===== config.mk =====
export PLATFORM = sky130hd
export DESIGN_NAME = sprite_mover
export DESIGN_NICKNAME = d
export VERILOG_FILES = /design/src/rtl/sprite_pkg.sv /design/src/rtl/sprite_raster_counter.sv /design/src/rtl/sprite_mover.sv
export SDC_FILE = /design/constraint.sdc
export NUM_CORES = 1
export LEC_CHECK = 0
export ABC_AREA = 1
export CORE_ASPECT_RATIO = 0.6
export CORE_MARGIN = 3
export CORE_UTILIZATION = 50
export CTS_BUF_LIST = sky130_fd_sc_hd__clkbuf_4
export DETAILED_ROUTE_END_ITERATION = 10
export DONT_BUFFER_PORTS = 1
export GPL_ROUTABILITY_DRIVEN = 0
export SLEW_MARGIN = 5
export SYNTH_ARGS = -nofsm -noshare
export SYNTH_HDL_FRONTEND = slang
export SYNTH_HIERARCHICAL = 1
export SYNTH_SLANG_ARGS = --single-unit
export TNS_END_PERCENT = 100

===== constraint.sdc =====
create_clock -name clk -period 2.6 [get_ports clk]
set_input_delay 0.65 -clock clk [delete_from_list [all_inputs] [get_ports clk]]
set_output_delay 0.65 -clock clk [all_outputs]
set_load 0.02 [all_outputs]

===== src/rtl/sprite_pkg.sv =====
// Shared opcodes, direction bit positions and FSM encoding for the sprite mover.
package sprite_pkg;

  localparam logic [2:0] CMD_HOME   = 3'd0;
  localparam logic [2:0] CMD_MOVE   = 3'd1;
  localparam logic [2:0] CMD_FALL   = 3'd2;
  localparam logic [2:0] CMD_ESCAPE = 3'd3;
  localparam logic [2:0] CMD_DRAW   = 3'd4;
  localparam logic [2:0] CMD_CLEAR  = 3'd5;

  localparam int DIR_RIGHT_BIT = 0;
  localparam int DIR_DOWN_BIT  = 1;

  typedef enum logic {
    ST_IDLE  = 1'b0,
    ST_SWEEP = 1'b1
  } state_t;

endpackage


===== src/rtl/sprite_raster_counter.sv =====
// Column/row scan counter for a SPRITE_W x SPRITE_H box, column fastest.
module sprite_raster_counter #(
  parameter int SPRITE_W = 4,
  parameter int SPRITE_H = 4,
  localparam int CW = $clog2(SPRITE_W + 1),
  localparam int RW = $clog2(SPRITE_H + 1)
) (
  input  logic          clk,
  input  logic          reset,
  input  logic          start,
  input  logic          advance,
  output logic [CW-1:0] col,
  output logic [RW-1:0] row,
  output logic          last
);

  localparam logic [CW-1:0] COL_LAST = CW'(SPRITE_W - 1);
  localparam logic [RW-1:0] ROW_LAST = RW'(SPRITE_H - 1);

  logic [CW-1:0] col_q, col_d;
  logic [RW-1:0] row_q, row_d;

  // NOTE: every always_comb output gets a default first, so no path can leave it unassigned and infer a latch.
  always_comb begin
    col_d = col_q;
    row_d = row_q;
    if (start) begin
      col_d = '0;
      row_d = '0;
    end else if (advance) begin
      if (col_q == COL_LAST) begin
        col_d = '0;
        row_d = (row_q == ROW_LAST) ? '0 : row_q + 1'b1;
      end else begin
        col_d = col_q + 1'b1;
      end
    end
  end

  // NOTE: sequential state is written only with <= so every flop samples pre-edge values.
  always_ff @(posedge clk or posedge reset) begin
    if (reset) begin
      col_q <= '0;
      row_q <= '0;
    end else begin
      col_q <= col_d;
      row_q <= row_d;
    end
  end

  assign col  = col_q;
  assign row  = row_q;
  assign last = (col_q == COL_LAST) && (row_q == ROW_LAST);

endmodule


===== src/rtl/sprite_mover.sv =====
// One sprite's clamped position plus a one-pixel-per-cycle box rasteriser.
// Optional aim/fire hit detection is compiled in with SPRITE_MOVER_HIT_EN.
module sprite_mover
  import sprite_pkg::*;
#(
  parameter int SCREEN_W = 160,
  parameter int SCREEN_H = 120,
  parameter int SPRITE_W = 4,
  parameter int SPRITE_H = 4,
  parameter int COLOUR_W = 3,
  parameter int STEP     = 1,
  parameter int START_X  = 80,
  parameter int START_Y  = 60,
  localparam int X_W = $clog2(SCREEN_W),
  localparam int Y_W = $clog2(SCREEN_H)
) (
  input  logic                clk,
  input  logic                reset,
  input  logic                cmd_valid,
  output logic                cmd_ready,
  input  logic [2:0]          cmd,
  input  logic [1:0]          dir,
  input  logic [COLOUR_W-1:0] draw_colour,
  output logic [X_W-1:0]      x_out,
  output logic [Y_W-1:0]      y_out,
  output logic [COLOUR_W-1:0] colour,
  output logic                plot,
  output logic                done,
  output logic                flying,
  output logic [X_W-1:0]      pos_x,
  output logic [Y_W-1:0]      pos_y
`ifdef SPRITE_MOVER_HIT_EN
  ,
  input  logic [X_W-1:0]      aim_x,
  input  logic [Y_W-1:0]      aim_y,
  input  logic                fire,
  output logic                hit
`endif
);

  localparam int CW = $clog2(SPRITE_W + 1);
  localparam int RW = $clog2(SPRITE_H + 1);
  localparam logic [X_W:0] XMAX   = (X_W + 1)'(SCREEN_W - SPRITE_W);
  localparam logic [Y_W:0] YMAX   = (Y_W + 1)'(SCREEN_H - SPRITE_H);
  localparam logic [X_W:0] STEP_X = (X_W + 1)'(STEP);
  localparam logic [Y_W:0] STEP_Y = (Y_W + 1)'(STEP);

  state_t state_q, state_d;
  logic [X_W-1:0]      pos_x_q, pos_x_d, base_x_q, base_x_d, x_hold_q, x_hold_d;
  logic [Y_W-1:0]      pos_y_q, pos_y_d, base_y_q, base_y_d, y_hold_q, y_hold_d;
  logic [COLOUR_W-1:0] colour_q, colour_d;
  logic                flying_q, flying_d;

  logic          accept, sweep_start, last_pix;
  logic [CW-1:0] col;
  logic [RW-1:0] row;
  logic [X_W-1:0] pix_x;
  logic [Y_W-1:0] pix_y;
  logic [X_W:0]   x_ext, x_inc, x_dec;
  logic [Y_W:0]   y_ext, y_inc, y_dec;

  assign accept      = cmd_valid && cmd_ready;
  assign sweep_start = accept && (cmd == CMD_DRAW || cmd == CMD_CLEAR);

  sprite_raster_counter #(
    .SPRITE_W (SPRITE_W),
    .SPRITE_H (SPRITE_H)
  ) u_raster (
    .clk     (clk),
    .reset   (reset),
    .start   (sweep_start),
    .advance (plot),
    .col     (col),
    .row     (row),
    .last    (last_pix)
  );

  always_ff @(posedge clk or posedge reset) begin
    if (reset) state_q <= ST_IDLE;
    else       state_q <= state_d;
  end

  always_comb begin
    state_d = state_q;
    case (state_q)
      ST_IDLE:  if (sweep_start) state_d = ST_SWEEP;
      ST_SWEEP: if (last_pix)    state_d = ST_IDLE;
      default:  state_d = ST_IDLE;
    endcase
  end

  always_comb begin
    cmd_ready = (state_q == ST_IDLE);
    plot      = (state_q == ST_SWEEP);
    done      = (state_q == ST_SWEEP) && last_pix;
  end

  // Saturating steps are formed one bit wider than the position so nothing wraps.
  always_comb begin
    x_ext = {1'b0, pos_x_q};
    y_ext = {1'b0, pos_y_q};
    x_inc = (x_ext + STEP_X > XMAX) ? XMAX : x_ext + STEP_X;
    y_inc = (y_ext + STEP_Y > YMAX) ? YMAX : y_ext + STEP_Y;
    x_dec = (x_ext < STEP_X) ? '0 : x_ext - STEP_X;
    y_dec = (y_ext < STEP_Y) ? '0 : y_ext - STEP_Y;
  end

  always_comb begin
    pos_x_d  = pos_x_q;
    pos_y_d  = pos_y_q;
    flying_d = flying_q;
    colour_d = colour_q;
    base_x_d = base_x_q;
    base_y_d = base_y_q;
    if (accept) begin
      case (cmd)
        CMD_HOME: begin
          pos_x_d  = X_W'(START_X);
          pos_y_d  = Y_W'(START_Y);
          flying_d = 1'b0;
        end
        CMD_MOVE: begin
          pos_x_d = dir[DIR_RIGHT_BIT] ? x_inc[X_W-1:0] : x_dec[X_W-1:0];
          pos_y_d = dir[DIR_DOWN_BIT]  ? y_inc[Y_W-1:0] : y_dec[Y_W-1:0];
        end
        CMD_FALL: begin
          flying_d = (y_ext < YMAX);
          if (y_ext < YMAX) pos_y_d = y_inc[Y_W-1:0];
        end
        CMD_ESCAPE: begin
          flying_d = (pos_y_q != '0);
          if (pos_y_q != '0) pos_y_d = y_dec[Y_W-1:0];
        end
        CMD_DRAW, CMD_CLEAR: begin
          colour_d = (cmd == CMD_DRAW) ? draw_colour : '0;
          base_x_d = pos_x_q;
          base_y_d = pos_y_q;
        end
        default: ;
      endcase
    end
  end

  // Between sweeps the pixel outputs replay the last plotted coordinate.
  always_comb begin
    pix_x    = base_x_q + X_W'(col);
    pix_y    = base_y_q + Y_W'(row);
    x_hold_d = plot ? pix_x : x_hold_q;
    y_hold_d = plot ? pix_y : y_hold_q;
  end

  always_ff @(posedge clk or posedge reset) begin
    if (reset) begin
      pos_x_q  <= X_W'(START_X);
      pos_y_q  <= Y_W'(START_Y);
      flying_q <= 1'b0;
      colour_q <= '0;
      base_x_q <= '0;
      base_y_q <= '0;
      x_hold_q <= '0;
      y_hold_q <= '0;
    end else begin
      pos_x_q  <= pos_x_d;
      pos_y_q  <= pos_y_d;
      flying_q <= flying_d;
      colour_q <= colour_d;
      base_x_q <= base_x_d;
      base_y_q <= base_y_d;
      x_hold_q <= x_hold_d;
      y_hold_q <= y_hold_d;
    end
  end

  assign x_out  = plot ? pix_x : x_hold_q;
  assign y_out  = plot ? pix_y : y_hold_q;
  assign colour = colour_q;
  assign flying = flying_q;
  assign pos_x  = pos_x_q;
  assign pos_y  = pos_y_q;

`ifdef SPRITE_MOVER_HIT_EN
  logic hit_q, hit_d;
  logic [X_W:0] aim_x_ext;
  logic [Y_W:0] aim_y_ext;

  // Box test uses the pre-edge position, so a same-cycle MOVE does not affect it.
  always_comb begin
    aim_x_ext = {1'b0, aim_x};
    aim_y_ext = {1'b0, aim_y};
    hit_d = fire && !flying_q
         && (aim_x_ext >= x_ext) && (aim_x_ext <= x_ext + (X_W + 1)'(SPRITE_W - 1))
         && (aim_y_ext >= y_ext) && (aim_y_ext <= y_ext + (Y_W + 1)'(SPRITE_H - 1));
  end

  always_ff @(posedge clk or posedge reset) begin
    if (reset) hit_q <= 1'b0;
    else       hit_q <= hit_d;
  end

  assign hit = hit_q;
`endif

endmodule

* After elaboration in Yosys (flattened, before gate mapping)
Cells that the tools add are included.
** Word-level totals
- Word-level logic and storage cells :: 76
- Bits in latches :: 0
- Memories :: 0
- Bits in writable memories :: 0
- Register bits after elaboration :: 56
- Bits in read-only memories :: 0
- Output and inout port bits :: 37
- Input bits :: 11
** Cells by class
- Shift-type cells :: 0
- Muxes and demuxes :: 24
- Bitwise gates (word level) :: 1
- Multiply operators :: 0
- Equality and inequality tests :: 9
- Reductions and logical operators :: 18
- $add $sub $neg :: 8
- Magnitude comparators :: 5
- Divide/modulo/power cells :: 0
** Operator list (count)
- $mux 7 :: 6
- $mux 8 :: 4
- $pmux 7 s4 :: 1
- $mux 3 :: 8
- $pmux 8 s2 :: 1
- $eq 3x2->1 const B :: 4
- $add 8x1->9 const B :: 1
- $gt 9x8->1 const B :: 1
- $add 7x1->8 const B :: 1
- $add 8x3->8 :: 1
- $gt 8x7->1 const B :: 1
- $lt 8x1->1 const B :: 1
- $reduce_and 2->1 :: 4
- $sub 8x1->8 const B :: 1
- $add 7x3->7 :: 1
- $lt 7x1->1 const B :: 1
- $lt 7x7->1 const B :: 1
- $reduce_bool 7->1 :: 1
- $sub 7x1->7 const B :: 1
- $add 3x1->3 const B :: 2
- $eq 3x3->1 const B :: 2
- $reduce_bool 2->1 :: 3
- $logic_and 1x1->1 :: 4
- $ne 2x2->1 const B :: 2
- other kinds (11) :: 12

* Logic depth before layout (Yosys ltp)
- Depth after elaboration :: 5
- Depth in mapped cells :: 12
- Depth with buffers taken out :: 12

* Hierarchy
The synthesis kept the hierarchy.
** By module, submodules not included
- sprite_mover :: sequential area each 1258.7 um^2, times used 1, area an instance 3168.0 um^2, cells each 427
- sprite_raster_counter :: sequential area each 150.1 um^2, times used 1, area an instance 320.3 um^2, cells each 39

* Worst setup path before layout
OpenSTA, ideal clock, no wires.
- Path kind :: reg2out
- From :: register u_raster.row_q[0], in the netlist u_raster/row[0]
- To :: output port y_out[6]
- Path buffers :: 0
- Setup slack :: -0.224 ns
- Arrival :: 2.174 ns
- Data required time :: 1.950 ns
- Stages on the path, launching flop included :: 10
- Cell sequence :: dfrtp_1 > ha_1 > inv_1 > fa_1 > or2_2 > a21oi_1 > nand2_1 > nor2_1 > xor2_1 > o21ai_0
** Between the ends
- Word-level cells in the longest chain between the ends :: 2
** RTL lines
- start, declared :: RTL line sprite_raster_counter.sv:21 : logic [RW-1:0] row_q, row_d;
- start signal, assigned :: RTL line sprite_raster_counter.sv:47 : row_q <= row_d;
- $add 7x3->7 :: RTL line sprite_mover.sv:147 : pix_y = base_y_q + Y_W'(row);
- $mux 7 :: RTL line sprite_mover.sv:175 : assign y_out = plot ? pix_y : y_hold_q;
- end, declared :: RTL line sprite_mover.sv:25 : output logic [Y_W-1:0] y_out,
No other way between the ends.

* Worst setup path in the final report
- From :: register base_x_q[0]
- To :: output port x_out[6]
** Between the ends
- Word-level cells in the longest chain between the ends :: 2
** RTL lines
- start, declared :: RTL line sprite_mover.sv:49 : logic [X_W-1:0] pos_x_q, pos_x_d, base_x_q, base_x_d, x_hold_q, x_hold_d;
- start signal, assigned :: RTL line sprite_mover.sv:167 : base_x_q <= base_x_d;
- $add 8x3->8 :: RTL line sprite_mover.sv:146 : pix_x = base_x_q + X_W'(col);
- $mux 8 :: RTL line sprite_mover.sv:174 : assign x_out = plot ? pix_x : x_hold_q;
- end, declared :: RTL line sprite_mover.sv:24 : output logic [X_W-1:0] x_out,
No other way between the ends.

==> qor.yml <==
status: "finished, violations left"
violations: "setup timing"
yosysTopAreaCellShare_pct: 35.9
die_y_um: 70.7
area_delta_synth_final_pct: 14.3
startpoint: "base_x_q[0]$_DFFE_PP0P_"
hpwl_um: 6450
synth_nets: 493
maxCapViolCount: 0
drive_above_1_share_pct: 19.1
power_density_nw_per_um2: 1180
crit_path_end_kind: "output pin"
core_um2: 6410
synth-warning-count: 6
min_period_ns: 2.96
crit_path_end: "x_out[6]"
power_mw: 4.69
clock_latency_ns: 0.40
io_pins: 48
rsz0062_at_grt: "true"
start_kind: "register"
drt-vias-per-instance: 5.35
fin_skew_ns: 0.0170
clock_sinks: 56
wl_per_cell_um: 15.1
cts_tree: "yes"
worstMarginPinSlew_ns: 0.539
ys_seq_area_share_pct: 40.4
synth_seq_cells: 56
avgSynthCellArea_um2: 7.49
rows: 22
die_area_um2: 8050
placed_area_um2: 3700
cts_buffers: 5
r2r-start: "pos_x[0]$_DFFE_PP0P_"
fillers: 568
layout.nets: 519
synth-edff-count: 0
route.detailed.drc: 0
async_flop_share_pct: 100
multi_input_area_um2: 1910
p_leak_nw: 2.01
holdCritPathClass: "in -> async"
dp_cells: 560
seq_area_um2: 1410
cts_buffer_depth: 2
htree_levels: 2
cp_max_fo: 2
die_x_um: 114
fin_crit_sh_pct: 114
fmax_mhz: 338
dr_total_vias: 3086
grt_pass1_wl_um: 14600
drt_iter0_markers: 175
ff2ff_path_depth: 9
setup_slack_ns: -0.358
setup_viol: 7
fin_area_um2: 3990
final_util_pct: 62.2
cp.arrival_ns: 2.31
ys.flop_type: "dfrtp_1"
initial_core_util_pct: 54.4
postRouteWirelength_um: 8700
ir_drop_uv: 885
final_cells: 577
grt_max_degree: 28
syn_inst: 466
firstDrtPassIters: 5
overflow: 0
slew_viol_final: 0
ctsRootBufferMaster: "clkbuf_4"
portBuffers: 0
first_global_vias: 2931
synthDistinctLibCells: 38
antenna_left: 0
antenna_cells: 0
hold_viol: 0
crit_required_ns: 1.95
netlist_top_cells_area: "dfrtp_1 (36%), nand2_1 (14%), inv_1 (6.3%), nand3_1 (5.2%), ha_1 (5.0%)"
grt.total_usage_pct: 22.5
path_class: "reg -> out"
yosys.area.top_type: "dfrtp_1"
syn_area_um2: 3490
worstReg2RegEnd: "pos_x[6]$_DFFE_PP1P_"
cts.reportedPaths.clkPinSlew_ns: 0.17
r2r_slack_ns: 0.50
slew_headroom_pct: 64.0
grt_antenna_before_repair: 0
==> worst min path at each step <==
stage	from	slack, ns	cells after the start	end
3_3_place_gp	reset	0.49	1	u_raster/row[2]$_DFFE_PP0P_
6_report	reset	0.04	1	u_raster/col[0]$_DFFE_PP0P_
4_1_cts	reset	0.03	1	u_raster/row[0]$_DFFE_PP0P_
5_1_grt	reset	0.02	1	u_raster/col[0]$_DFFE_PP0P_
3_5_place_dp	reset	0.49	1	u_raster/row[2]$_DFFE_PP0P_
2_1_floorplan	reset	0.44	1	u_raster/col[0]$_DFFE_PP0P_
==> layout make-up <==
cell class / instances / area share [%]
Sequential cell: 56 / 35.3
Tap cell: 84 / 2.64
Inverter: 61 / 5.74
Multi-Input combinational cell: 338 / 47.9
Clock inverter: 2 / 0.973
Timing Repair Buffer: 30 / 6.25
Clock buffer: 6 / 1.13
==> cell families after synthesis <==
kind of cell | share of synthesized area, %
DFF | 40.4
buffers and inverters | 8.50
xor gates and xnor gates | 4.02
and+or+nand+nor | 31.6
AOI/OAI and AO/OA | 9.33
adders and majority gates | 6.17
==> stage by stage <==
step | worst slack (ns) | setup TNS, ns | hold slack, ns
global route | -0.477 | -2.33 | 0.0160
detailed placement | -0.0565 | -0.140 | 0.488
floorplan | 0.0124 | 0 | 0.441
CTS | -0.435 | -1.52 | 0.0310
global placement | -0.0160 | -0.0259 | 0.485
finish | -0.358 | -1.17 | 0.0414
==> registers in the layout, indices dropped and copies added (netlist names) <==
name,flops
base_y_q,7
pos_x,8
u_raster/row,3
colour,3
plot,1
u_raster/col,3
y_hold_q,7
pos_y,7
base_x_q,8
x_hold_q,8
flying,1
==> power by group <==
group | total (mW) | internal (mW) | switching [mW]
clock | 0.509 | 0.218 | 0.292
combinational | 2.35 | 0.873 | 1.47
sequential | 1.83 | 1.28 | 0.555
total | 4.69 | 2.37 | 2.32
==> worst max-delay path: stages, from the launching register on <==
cell and delay (ns):
dfrtp_1 0.43, ha_4 0.15, inv_2 0.03, fa_2 0.33, or2_4 0.24, nand2_2 0.07
nand2_1 0.07, nor2_2 0.11, nand2_1 0.07, xor2_1 0.15, o21ai_2 0.26
==> layout by cell type, fill, tap and decap left out, types with 7 or more instances in the layout <==
master	n
nand3_1	33
nor2_2	7
nand2_1	127
a21oi_1	15
o21ai_1	11
nor2_1	41
o21ai_0	22
dfrtp_1	50
inv_1	56
xor2_1	15
buf_4	26
ha_1	11
==> layer usage <==
metal / global-route usage (%) / vias up / share of wire [%]
met5: 0 / - / 0
met4: 4.61 / 0 / 0.85
met3: 6.67 / 10 / 9.8
met2: 30.2 / 135 / 39
met1: 35.4 / 1399 / 50
li1: - / 1542 / -
==> what timing repair did <==
action	CTS	global route
pin swaps	23	18
hold buffers	0	0
setup buffers	8	4
endpoints found under the setup margin	10	11
gates resized for setup	23	19
==> synthesized netlist by cell type (6+ instances only) <==
master	instances
nor2_1	44
dfstp_2	6
a21oi_1	17
xor2_1	15
dfrtp_1	50
buf_2	6
nand4_1	6
inv_1	59
nand3_1	36
o21ai_1	7
nand2_1	132
ha_1	14
o21ai_0	32
No activity file was read; power rests on OpenSTA's default activity.
